===== config.mk =====
export PLATFORM = sky130hd
export DESIGN_NAME = button_conditioner
export DESIGN_NICKNAME = d
export VERILOG_FILES = /design/src/rtl/game_pkg.sv /design/src/rtl/debounce_channel.sv /design/src/rtl/button_conditioner.sv
export SDC_FILE = /design/constraint.sdc
export NUM_CORES = 1
export LEC_CHECK = 0
export BUFFER_PORTS_ARGS = -buffer_cell sky130_fd_sc_hd__buf_4
export CORE_UTILIZATION = 35
export DETAILED_ROUTE_END_ITERATION = 16
export GPL_ROUTABILITY_DRIVEN = 0
export PLACE_DENSITY = 0.51
export SLEW_MARGIN = 0
export SYNTH_ARGS = -nofsm -noshare
export SYNTH_HDL_FRONTEND = slang
export SYNTH_SLANG_ARGS = --single-unit

===== constraint.sdc =====
create_clock -name clk -period 2.6 [get_ports clk]
set_input_delay 0.26 -clock clk [delete_from_list [all_inputs] [get_ports clk]]
set_output_delay 0.26 -clock clk [all_outputs]
set_load 0.05 [all_outputs]

===== src/rtl/game_pkg.sv =====
// Shared definitions for the whack-a-mole game core front end.
//
// Contents:
//   BTN_IDLE       - electrical level of an idle (released) button pin; pins are active-low
//   DEBOUNCE_10MS  - debounce window in clk cycles (10 ms at 100 MHz)
//   N_GAME_BTN     - number of game buttons
//   btn_state_e    - debounced stable state of one button
//   level_to_state - maps a synchronised pin level onto btn_state_e
package game_pkg;

  localparam logic        BTN_IDLE      = 1'b1;
  localparam int unsigned DEBOUNCE_10MS = 1000000;
  localparam int unsigned N_GAME_BTN    = 5;

  typedef enum logic {
    StReleased = 1'b0,
    StPressed  = 1'b1
  } btn_state_e;

  function automatic btn_state_e level_to_state(input logic level);
    return (level == BTN_IDLE) ? StReleased : StPressed;
  endfunction

endpackage


===== src/rtl/debounce_channel.sv =====
// One push-button channel: two-flop synchroniser, stability counter, accepted
// state and registered level/strobe outputs.
//
// Ports:
//   clk              - system clock
//   reset            - asynchronous reset, active-low
//   btn_raw          - raw pin, active-low, asynchronous to clk
//   pressed          - debounced level, 1 = held
//   press_pulse      - one-cycle strobe when a press is accepted
//   release_pulse    - one-cycle strobe when a release is accepted
//   press_pulse_next - next-state of press_pulse, so the parent can register an
//                      aggregate that lines up with the strobe
module debounce_channel
  import game_pkg::*;
#(
  parameter int unsigned DEBOUNCE_CYCLES = DEBOUNCE_10MS
) (
  input  logic clk,
  input  logic reset,
  input  logic btn_raw,
  output logic pressed,
  output logic press_pulse,
  output logic release_pulse,
  output logic press_pulse_next
);

  localparam int unsigned     CntW    = $clog2(DEBOUNCE_CYCLES + 1);
  localparam logic [CntW-1:0] CntLast = CntW'(DEBOUNCE_CYCLES - 1);

  logic            r_s1;
  logic            r_s2;
  btn_state_e      r_st;
  btn_state_e      w_st_next;
  btn_state_e      w_s2_state;
  logic [CntW-1:0] r_cnt;
  logic [CntW-1:0] w_cnt_next;
  logic            w_accept;
  logic            w_press_next;
  logic            w_release_next;
  logic            r_pressed;
  logic            r_press_pulse;
  logic            r_release_pulse;

  // Synchroniser resets to the idle level so a released button is quiet after reset.
  always_ff @(posedge clk or negedge reset) begin
    if (!reset) begin
      r_s1 <= BTN_IDLE;
      r_s2 <= BTN_IDLE;
    end else begin
      r_s1 <= btn_raw;
      r_s2 <= r_s1;
    end
  end

  // State register.
  always_ff @(posedge clk or negedge reset) begin
    if (!reset) begin
      r_st  <= StReleased;
      r_cnt <= '0;
    end else begin
      r_st  <= w_st_next;
      r_cnt <= w_cnt_next;
    end
  end

  // Next state: count consecutive cycles where the synchronised level disagrees
  // with the accepted state; any agreement restarts the window.
  always_comb begin
    w_s2_state = level_to_state(r_s2);
    w_accept   = 1'b0;
    w_st_next  = r_st;
    w_cnt_next = r_cnt;
    if (w_s2_state == r_st) begin
      w_cnt_next = '0;
    end else if (r_cnt == CntLast) begin
      w_accept   = 1'b1;
      w_st_next  = w_s2_state;
      w_cnt_next = '0;
    end else begin
      w_cnt_next = r_cnt + CntW'(1);
    end
  end

  // Output decode: strobes are qualified by the direction of the accepted flip.
  always_comb begin
    w_press_next   = w_accept && (w_st_next == StPressed);
    w_release_next = w_accept && (w_st_next == StReleased);
  end

  // Output registers change on the same edge that flips the accepted state.
  always_ff @(posedge clk or negedge reset) begin
    if (!reset) begin
      r_pressed       <= 1'b0;
      r_press_pulse   <= 1'b0;
      r_release_pulse <= 1'b0;
    end else begin
      r_pressed       <= (w_st_next == StPressed);
      r_press_pulse   <= w_press_next;
      r_release_pulse <= w_release_next;
    end
  end

  assign pressed          = r_pressed;
  assign press_pulse      = r_press_pulse;
  assign release_pulse    = r_release_pulse;
  assign press_pulse_next = w_press_next;

endmodule


===== src/rtl/button_conditioner.sv =====
// Button front end for the game core: N_BTN independent debounce channels
// turning raw active-low pins into clean levels and press/release strobes.
//
// Ports:
//   clk           - system clock, all state in this domain
//   reset         - asynchronous reset, active-low
//   btn_raw       - raw button pins, active-low, asynchronous
//   pressed       - debounced levels, 1 = held
//   press_pulse   - one-cycle strobes on accepted presses
//   release_pulse - one-cycle strobes on accepted releases
//   any_press     - OR of press_pulse, registered in the same cycle as the strobes
module button_conditioner
  import game_pkg::*;
#(
  parameter int unsigned N_BTN           = N_GAME_BTN,
  parameter int unsigned DEBOUNCE_CYCLES = DEBOUNCE_10MS
) (
  input  logic             clk,
  input  logic             reset,
  input  logic [N_BTN-1:0] btn_raw,
  output logic [N_BTN-1:0] pressed,
  output logic [N_BTN-1:0] press_pulse,
  output logic [N_BTN-1:0] release_pulse,
  output logic             any_press
);

  logic [N_BTN-1:0] w_press_next;
  logic             r_any_press;

  for (genvar g = 0; g < N_BTN; g++) begin : g_chan
    debounce_channel #(
      .DEBOUNCE_CYCLES(DEBOUNCE_CYCLES)
    ) u_chan (
      .clk             (clk),
      .reset           (reset),
      .btn_raw         (btn_raw[g]),
      .pressed         (pressed[g]),
      .press_pulse     (press_pulse[g]),
      .release_pulse   (release_pulse[g]),
      .press_pulse_next(w_press_next[g])
    );
  end

  // Built from the channels' next-state strobes so it aligns with press_pulse.
  always_ff @(posedge clk or negedge reset) begin
    if (!reset) begin
      r_any_press <= 1'b0;
    end else begin
      r_any_press <= |w_press_next;
    end
  end

  assign any_press = r_any_press;

endmodule


==> results.ini <==
[routing]
first_pass_iters = 4
drt_iter0_markers = 260
drc_errors = 0
totalWireLength_um = 11300
via_per_inst = 5.14
wire_per_inst_um = 13.5
routed-via-count = 4304
final_antenna_net_count = 0

[clocking]
insertion_delay_ns = 0.41
postCtsSetupRepairBufs = 0
clock_path_buffers = 2
clk_pin_slew_ns = 0.05
clkSinkCount = 126
cts_root_buf = clkbuf_16
postCtsHoldBufs = 6
cts_buffers = 17
post_cts_resized = 0
cts_tree = built
htreeDepth = 4

[synthesis]
syn_nets = 594
synthArstFlopShare_pct = 100
synth_edf_count = 0
yosysSeqAreaShare_pct = 53.6
synth_area_per_cell_um2 = 10.1
synth_area_mm2 = 0.00590
ys_top_cells_by_area = dfrtp_1 49%, xor2_1 6.7%, nor2_1 4.6%
synth_cell_type_count = 37
yosysTopAreaCellShare_pct = 49.2
ys_seq_elements = 126
ys.flop_type = dfrtp_1
yosysMostFrequentCell = dfrtp_1
synth_largest_area_cell = dfrtp_1
syn-instance-count = 582
synth_commonest_cells = 116 x dfrtp_1, 72 x nor2_1, 45 x xor2_1
synth_warnings = 0

[placement]
place_area_mm2 = 0.00623
port_buffers = 22
hpwl_um = 7550

[global_routing]
antenna_found_initial = 0
grt-ovfl-total = 0
grt_pass1_vias = 4098
grt_max_degree = 57
grt_pass1_wl_um = 19400
grtUsageTotal_pct = 14.0

[worst_setup_path]
worstPathRequired_ns = 2.87
reg2reg_depth = 4
endpoint = g_chan[1].u_chan.r_cnt[9]$_DFF_PN0_
crit_arrival_ns = 2.65
crit_type = flop to flop
critical_path.startpoint_type = flop
r2r_slack_ns = 0.22
crit_path_end_kind = flop
worstPathMaxFanout = 19
r2r_end = g_chan[1].u_chan.r_cnt[9]$_DFF_PN0_
timing.rr.start = g_chan[1].u_chan.r_cnt[12]$_DFF_PN0_
cp-startpoint = g_chan[1].u_chan.r_cnt[12]$_DFF_PN0_

[power_and_ir_drop]
power.leakage_uw = 0.00289
p_per_area_mw_per_mm2 = 668
total_power_uw = 4610
ir_drop_v = 0.000469

[timing]
finalSetupViolations = 0
drv_slew = 0
min_period_ns = 2.38
worstMarginPinSlew_ns = 0.609
hold_viol_final = 0
fin_worst_skew_ns = 0.00799
slew_headroom_pct = 59.0
clock.fmax_ghz = 0.420
finalSetupTns_ns = 0
rsz0062_at_grt = false
min_period_over_period_pct = 91.6

[finish]
antenna_cells = 0
drive_gt1_share_pct = 11.7
final_nets = 616
final_cell_area_mm2 = 0.00690
syn_to_final_growth_pct = 16.9

[hold_path]
worstHoldPathType = primary input to async pin

[die]
rows = 47
fp.coreArea_mm2 = 0.0165
die_y_um = 132
die-area_mm2 = 0.0174
die_w_um = 132
io_pins = 23
initial_utilization_pct = 35.7

[run]
maxCapViolations = 0

[status]
status = finished clean

## kinds of logic after synthesis
group,count (synthesis),synth area share [%]
AO/OA/AOI/OAI,79,8.06
XOR/XNOR,62,9.20
adder cells (fa/ha/maj),5,1.06
buffers and inverters,45,4.03
flip-flops,126,53.6
multiplexers,1,0.170
AND/OR/NAND/NOR,264,23.9
## sequential cells by signal (all words and copies together) (netlist names)
signal,count
g_chan.u_chan.press_pulse,5
g_chan.u_chan.release_pulse,5
g_chan.u_chan.r_s2,5
g_chan.u_chan.r_s1,5
g_chan.u_chan.r_st,5
g_chan.u_chan.r_cnt,100
any_press,1
## power breakdown
part / switching (uW) / total (uW) / internal [uW] / leakage, uW
combinational: 84.9 / 130 / 44.8 / 0.000884
clock: 807 / 2460 / 1650 / 0.000295
sequential: 24.9 / 2020 / 2000 / 0.00171
## stage by stage
stage,worst slack (ns),instances,util [%],hold slack [ns]
after floorplan,0.488,582,-,-0.0356
after global placement,0.292,799,37.7,0.145
after detailed placement,0.238,799,37.7,0.149
after CTS,0.223,837,41.8,0.238
after global routing,0.135,837,41.8,0.266
final,0.218,837,41.8,0.255
## how the worst min path moves through the flow
stage	endpoint
after global placement	g_chan[2].u_chan.r_cnt[17]$_DFF_PN0_
after detailed placement	g_chan[2].u_chan.r_cnt[17]$_DFF_PN0_
final	g_chan[4].u_chan.r_cnt[14]$_DFF_PN0_
after CTS	g_chan[2].u_chan.r_cnt[13]$_DFF_PN0_
after floorplan	any_press$_DFF_PN0_
after global routing	g_chan[2].u_chan.r_cnt[13]$_DFF_PN0_
## metal layers
metal	part of all wire, %	global-route usage (%)	up-vias
met1	48	18.1	2127
met3	3.8	4.69	14
met5	0	0	-
li1	-	-	2107
met2	47	21.7	56
met4	1.4	5.43	0
## cell usage in the layout (no fill, tap or decap), drive strengths merged, types with 4 or more instances in the layout
cell type    netlist  layout
nor4               6       6
xnor2             17      17
dlygate4sd3        0       6
and2               9       9
o21ai             25      25
or3               18      18
nand4             28      28
ha                 5       5
nand2             38      38
dfstp             10      10
dfrtp            116     116
clkbuf            15      25
o31ai             18      18
nor3               6       6
bufinv             0       4
nor2              72      72
xor2              45      45
a21oi             32      32
inv               11      11
nand3             34      34
and3              12      12
buf               19      31
nor4b              5       5
and4              14      14
or4               19      19
## critical path, cell delays in order (launching register included)
cell,delay [ns]
dfrtp_1,0.41
or4_1,0.51
or4_1,0.69
o21ai_4,0.51
nor2_1,0.12
## final cells by class
cell class,instances,area (um2)
well taps,220,275
flip-flops and latches,126,3170
repair buffers,37,305
inverters,11,41.3
clock inverters,7,138
clock buffers,25,475
fillers,1584,9630
multi-input cells,411,2500
No activity file was read; power rests on OpenSTA's default activity.
